**src/rtl/sr04_array.sv**
```systemverilog
// Multi-channel SR-04 ranging controller: round-robin trigger, echo width to cm, optional speed.
// Optional closing-speed datapath is enabled by defining SR04_SPEED_EN.
module sr04_array #(
  parameter int CH_NUM     = 2,
  parameter int TICK_DIV   = 50,
  parameter int TRIG_US    = 10,
  parameter int TIMEOUT_US = 30000,
  parameter int PERIOD_US  = 60000,
  parameter int DIST_W     = 14
) (
  input  logic                         clk,
  input  logic                         rst_n,
  input  logic [CH_NUM-1:0]            echo,
  output logic [CH_NUM-1:0]            trig,
  output logic [CH_NUM*DIST_W-1:0]     distance,
  output logic [CH_NUM*(DIST_W+1)-1:0] speed,
  output logic [CH_NUM-1:0]            valid,
  output logic [CH_NUM-1:0]            timeout
);

  localparam int CH_W   = (CH_NUM > 1) ? $clog2(CH_NUM) : 1;
  localparam int DIV_W  = (TICK_DIV > 1) ? $clog2(TICK_DIV) : 1;
  localparam int TRIG_W = $clog2(TRIG_US + 1);
  localparam int TO_W   = $clog2(TIMEOUT_US + 1);
  localparam int PER_W  = $clog2(PERIOD_US + 1);
  localparam int PRE_W  = 6;
  localparam logic [DIST_W-1:0] DIST_SAT = {{(DIST_W-1){1'b1}}, 1'b0};
  localparam logic [CH_W-1:0]   CH_LAST  = CH_W'(CH_NUM - 1);

  typedef enum logic [2:0] {IDLE, TRIG, WAIT, MEAS, GAP} state_t;

  state_t                          state;
  logic [CH_W-1:0]                 ch;
  logic [CH_W-1:0]                 ch_nxt;
  logic [DIV_W-1:0]                div_cnt;
  logic                            us_tick;
  logic [TRIG_W-1:0]               trig_cnt;
  logic [TO_W-1:0]                 to_cnt;
  logic [PER_W-1:0]                per_cnt;
  logic [PRE_W-1:0]                pre_cnt;
  logic [DIST_W-1:0]               dist_acc;
  logic [DIST_W-1:0]               acc_nxt;
  logic                            pre_wrap;
  logic [CH_NUM-1:0]               echo_s1;
  logic [CH_NUM-1:0]               echo_s2;
  logic [CH_NUM-1:0]               echo_s3;
  logic                            echo_rise;
  logic                            echo_fall;
  logic                            to_hit;
  logic                            pub_good;
  logic                            pub_to;
  logic [CH_NUM-1:0][DIST_W-1:0]   dist_q;

  // valid is a one-cycle strobe with no back-pressure: the consumer samples distance,
  // speed and timeout of that channel while valid is high; they hold until the next publish.
  assign distance = dist_q;

  assign us_tick = (div_cnt == DIV_W'(TICK_DIV - 1));

  always_ff @(posedge clk or negedge rst_n) begin
    if (!rst_n) begin
      div_cnt <= '0;
    end else if (us_tick) begin
      div_cnt <= '0;
    end else begin
      div_cnt <= div_cnt + DIV_W'(1);
    end
  end

  always_ff @(posedge clk or negedge rst_n) begin
    if (!rst_n) begin
      echo_s1 <= '0;
      echo_s2 <= '0;
      echo_s3 <= '0;
    end else begin
      echo_s1 <= echo;
      echo_s2 <= echo_s1;
      echo_s3 <= echo_s2;
    end
  end

  // Both edges come from the same synced pair, so the measured width equals the pin width.
  assign echo_rise = echo_s2[ch] & ~echo_s3[ch];
  assign echo_fall = ~echo_s2[ch] & echo_s3[ch];

  assign ch_nxt   = (ch == CH_LAST) ? '0 : ch + CH_W'(1);
  assign to_hit   = us_tick && (to_cnt == TO_W'(TIMEOUT_US - 1));
  assign pub_good = (state == MEAS) && echo_fall;
  assign pub_to   = ((state == WAIT) || (state == MEAS)) && to_hit && !pub_good;

  // The tick landing on the falling-edge cycle is folded into the published value.
  assign pre_wrap = us_tick && (pre_cnt == PRE_W'(57));
  assign acc_nxt  = (pre_wrap && (dist_acc != DIST_SAT)) ? dist_acc + DIST_W'(1) : dist_acc;

  always_ff @(posedge clk or negedge rst_n) begin
    if (!rst_n) begin
      state    <= IDLE;
      ch       <= '0;
      trig     <= '0;
      trig_cnt <= '0;
      to_cnt   <= '0;
      per_cnt  <= '0;
      pre_cnt  <= '0;
      dist_acc <= '0;
      dist_q   <= '0;
      valid    <= '0;
      timeout  <= '0;
    end else begin
      valid <= '0;
      if ((state != IDLE) && us_tick) begin
        per_cnt <= per_cnt + PER_W'(1);
      end
      case (state)
        IDLE: begin
          if (us_tick) begin
            trig     <= '0;
            trig[ch] <= 1'b1;
            trig_cnt <= '0;
            per_cnt  <= '0;
            state    <= TRIG;
          end
        end
        TRIG: begin
          if (us_tick) begin
            if (trig_cnt == TRIG_W'(TRIG_US - 1)) begin
              trig   <= '0;
              to_cnt <= '0;
              state  <= WAIT;
            end else begin
              trig_cnt <= trig_cnt + TRIG_W'(1);
            end
          end
        end
        WAIT: begin
          if (pub_to) begin
            dist_q[ch]  <= '1;
            timeout[ch] <= 1'b1;
            valid[ch]   <= 1'b1;
            state       <= GAP;
          end else begin
            if (us_tick) begin
              to_cnt <= to_cnt + TO_W'(1);
            end
            if (echo_rise) begin
              pre_cnt  <= '0;
              dist_acc <= '0;
              state    <= MEAS;
            end
          end
        end
        MEAS: begin
          if (pub_good) begin
            dist_q[ch]  <= acc_nxt;
            timeout[ch] <= 1'b0;
            valid[ch]   <= 1'b1;
            state       <= GAP;
          end else if (pub_to) begin
            dist_q[ch]  <= '1;
            timeout[ch] <= 1'b1;
            valid[ch]   <= 1'b1;
            state       <= GAP;
          end else begin
            if (us_tick) begin
              to_cnt  <= to_cnt + TO_W'(1);
              pre_cnt <= pre_wrap ? '0 : pre_cnt + PRE_W'(1);
            end
            dist_acc <= acc_nxt;
          end
        end
        GAP: begin
          if (us_tick && (per_cnt == PER_W'(PERIOD_US - 1))) begin
            ch           <= ch_nxt;
            trig         <= '0;
            trig[ch_nxt] <= 1'b1;
            trig_cnt     <= '0;
            per_cnt      <= '0;
            state        <= TRIG;
          end
        end
        default: begin
          trig  <= '0;
          state <= IDLE;
        end
      endcase
    end
  end

`ifdef SR04_SPEED_EN
  logic [CH_NUM-1:0][DIST_W-1:0] prev_q;
  logic [CH_NUM-1:0]             hist_q;
  logic [CH_NUM-1:0][DIST_W:0]   speed_q;

  assign speed = speed_q;

  // Zero-extended subtraction in DIST_W+1 bits is already the signed delta.
  always_ff @(posedge clk or negedge rst_n) begin
    if (!rst_n) begin
      prev_q  <= '0;
      hist_q  <= '0;
      speed_q <= '0;
    end else if (pub_good) begin
      speed_q[ch] <= hist_q[ch] ? ({1'b0, acc_nxt} - {1'b0, prev_q[ch]}) : '0;
      prev_q[ch]  <= acc_nxt;
      hist_q[ch]  <= 1'b1;
    end else if (pub_to) begin
      hist_q[ch] <= 1'b0;
    end
  end
`else
  assign speed = '0;
`endif

endmodule
```
**config.mk**
```make
export PLATFORM = sky130hd
export DESIGN_NAME = sr04_array
export DESIGN_NICKNAME = d
export VERILOG_FILES = /design/src/rtl/sr04_array.sv
export SDC_FILE = /design/constraint.sdc
export NUM_CORES = 1
export LEC_CHECK = 0
export BUFFER_PORTS_ARGS = -buffer_cell sky130_fd_sc_hd__buf_2
export CORE_UTILIZATION = 53
export CTS_CLUSTER_SIZE = 8
export DETAILED_ROUTE_END_ITERATION = 12
export PLACE_DENSITY = 0.76
export SYNTH_ARGS = -nofsm -noshare
export SYNTH_HDL_FRONTEND = slang
export SYNTH_SLANG_ARGS = --single-unit
```
**constraint.sdc**
```tcl
create_clock -name clk -period 2.2 [get_ports clk]
set_clock_uncertainty 0.05 [all_clocks]
set_input_delay 0.11 -clock clk [delete_from_list [all_inputs] [get_ports clk]]
set_output_delay 0.11 -clock clk [all_outputs]
set_load 0.03 [all_outputs]
```
==> impl_metrics.ini <==
[placed_design]
portBuffers = 37
dp_slack_ns = -0.00411
dp_hpwl_um = 9660
gp_congestion = 0.852
dpl-instance-area_sq_mm = 0.00633
dp.cells = 783

[floorplan]
io_pins = 68
die_h_um = 107
core-area_sq_mm = 0.0105
dieArea_sq_mm = 0.0114
start_util_pct = 55.4
fp-row-count = 37
fp.dieW_um = 107

[grt]
grt_overflow = 0
antenna_found_initial = 0
grt_pass1_wl_um = 22200
grt_pass1_vias = 4540
grt_max_degree = 63
grt_use_total_pct = 24.7

[power_and_ir_drop]
p_clk_share_pct = 37.6
p_leak_nw = 3.04
power.switching_w = 0.000799
power_frac_seq_pct = 58.7
peakVddDrop_mv = 0.711
powerDensity_mw_per_mm2 = 492
p_comb_share_pct = 3.8
internal_power_w = 0.00251
switching_share_pct = 24.2

[layout]
final_util_pct = 63.9
diodes = 0
design_area_sq_mm = 0.00672
fin_cells = 811
drive_above_1_share_pct = 24.9
nNetsFinal = 684
syn_to_final_growth_pct = 15.3

[critical_path]
reg2reg_to = distance[14]$_DFFE_PN0P_
startpoint_type = flip-flop
end_kind = flip-flop
crit_fanout = 5
timing.rr.start = dist_acc[0]$_DFFE_PN0P_
cp.required_ns = 2.42
worstRegToRegCells = 8
reg2reg_slack_ns = 0.05
worst-endpoint-arrival_ns = 2.36
critPathKind = flip-flop to flip-flop

[detailed_routing]
finalWirelength_um = 13600
drc = 0
dr.pass1.iters = 4
wire_per_inst_um = 16.7
vias_per_cell = 5.89
first_iter_violations = 198
drtAntennaViolNets = 0
vias = 4779

[yosys]
synth_ff_type = dfrtp_1
synth_edf_count = 0
synth.top_cell.area_share_pct = 45.1
synth_area_sq_mm = 0.00583
yosysTopAreaCell = dfrtp_1
synthArstFlopShare_pct = 100
ys.warnings.count = 0
synth_cell_types = 78
synth_top_cells_by_area = dfrtp_1 (45%), buf_4 (4.0%), a21oi_1 (2.7%)
postSynthAreaPerCell_sq_um = 9.94
synthCells = 586
ys_seq_area_share_pct = 45.1
ys_ff_latch = 105

[sta]
finalHoldViolCount = 0
finalSetupTns_ns = 0
fin_crit_ns = 2.15
setup_viol = 0
rsz0062_at_grt = true
period_share_pct = 97.6
max_freq_mhz = 466
max_slew_margin_pct = 49.1
setup_ws_ns = 0.0533
worst_slew_pin_slew_ns = 0.764
report.final.slew_viol_count = 0

[clocking]
cts_tree = built
ctsRootBufferMaster = clkbuf_8
insertion_delay_ns = 0.39
clockBufferDepth = 2
clock-sinks = 105
numCtsBuffers = 9
clk_pin_slew_ns = 0.10
htree_levels = 3

[flow_run]
maxCapViolCount = 0

[status]
status = finished clean

[min_path]
hold_path.class = primary input to asynchronous set/reset pin
-- flip-flops by register name, summed over array words and instances, names as in the netlist, 2 cells and up --
name,cells
div_cnt,6
to_cnt,15
echo_s2,2
per_cnt,16
pre_cnt,6
valid,2
trig,2
distance,28
timeout,2
dist_acc,14
trig_cnt,4
echo_s1,2
echo_s3,2
state,3
-- placed cells by master (no fill, tap or decap), types with 5 or more instances in the layout --
cell / n
dfrtp_1: 105
buf_4: 58
buf_2: 36
nand2_1: 34
nor2_1: 31
a21oi_1: 30
conb_1: 30
o21ai_0: 22
nand3_1: 21
nor3_1: 18
a2bb2oi_1: 18
xnor2_1: 17
inv_1: 15
or3_1: 15
nand4_1: 15
a31oi_1: 13
o32a_2: 10
clkbuf_8: 10
nand2b_1: 9
ha_1: 8
and3_1: 7
o21a_1: 7
nor4_1: 7
a21o_1: 6
xor2_1: 6
and2_1: 6
o311ai_0: 5
nor2b_1: 5
-- stage by stage --
| step | hold WS, ns | power [W] |
|---|---|---|
| 3_5_place_dp | 0.171 | 0.00210 |
| 6_report | 0.287 | 0.00331 |
| 4_1_cts | 0.290 | 0.00333 |
| 5_1_grt | 0.296 | 0.00341 |
| 2_1_floorplan | -0.236 | 0.00209 |
| 3_3_place_gp | 0.168 | 0.00210 |
-- how the worst max path moves through the flow --
stage                                  startpoint  slack [ns]  depth (start not counted)                        to
after CTS                    div_cnt[1]$_DFF_PN0_        0.01                          8    to_cnt[14]$_DFFE_PN0P_
after detailed placement     div_cnt[1]$_DFF_PN0_      -0.004                          7   distance[3]$_DFFE_PN0P_
after floorplan              div_cnt[0]$_DFF_PN0_        0.20                          9   dist_acc[4]$_DFFE_PN0P_
after global routing      dist_acc[0]$_DFFE_PN0P_       -0.06                          8  distance[14]$_DFFE_PN0P_
after global placement       div_cnt[1]$_DFF_PN0_        0.05                          7  distance[17]$_DFFE_PN0P_
final                     dist_acc[0]$_DFFE_PN0P_        0.05                          8  distance[14]$_DFFE_PN0P_
-- logic make-up after synthesis --
family	after synthesis	synth area share, %
flops	105	45.1
other cells	1	0.0644
buf+inv	72	7.62
simple gates	219	22.0
fa+ha+maj	10	2.15
xor+xnor	24	3.61
mux	3	0.730
compound gates	152	18.8
-- critical path, cell delays in order, from the launching register on --
cell	delay, ns
dfrtp_1	0.44
inv_1	0.08
ha_1	0.16
nand4_1	0.22
nor4_4	0.37
buf_4	0.20
nor2_1	0.07
xnor2_1	0.31
a2bb2oi_1	0.12
-- area by class of cell --
| class | instances | area, sq um |
|---|---|---|
| repair buffers | 100 | 706 |
| clock buffers | 10 | 138 |
| inverters | 16 | 60.1 |
| fillers | 862 | 3790 |
| flip-flops and latches | 105 | 2630 |
| well taps | 136 | 170 |
| multi-input cells | 438 | 2950 |
| clock inverters | 6 | 67.6 |
-- per-layer routing --
layer	global-route usage (%)	up-vias	routed length (um)
met5	0	-	0
met4	5.58	0	249
met3	5.90	20	538
met2	39.7	127	6550
met1	34.1	2342	6230
li1	-	2290	-
-- what timing repair did --
action / in CTS / in global routing
setup buffers: 0 / 9
endpoints found under the setup margin: 3 / 60
resized for setup: 2 / 20
cloned: 0 / 0
hold buffers: 3 / 0
pin swaps: 0 / 4
hold endpoints to repair: 107 / 0
-- cell usage after synthesis, types with 17 or more instances --
library cell,n
a21oi_1,32
a2bb2oi_1,18
buf_4,31
dfrtp_1,105
nand2_1,36
nand3_1,24
nor2_1,31
nor3_1,20
o21ai_0,23
xnor2_1,17
-- power groups by stage --
stage | sequential [W] | clock [W] | combinational [W]
2_1_floorplan | 0.00198 | 0 | 0.000117
3_3_place_gp | 0.00198 | 0 | 0.000120
3_5_place_dp | 0.00198 | 0 | 0.000122
4_1_cts | 0.00194 | 0.00126 | 0.000126
5_1_grt | 0.00194 | 0.00133 | 0.000139
6_report | 0.00194 | 0.00124 | 0.000125
No activity file was read; power rests on OpenSTA's default activity.
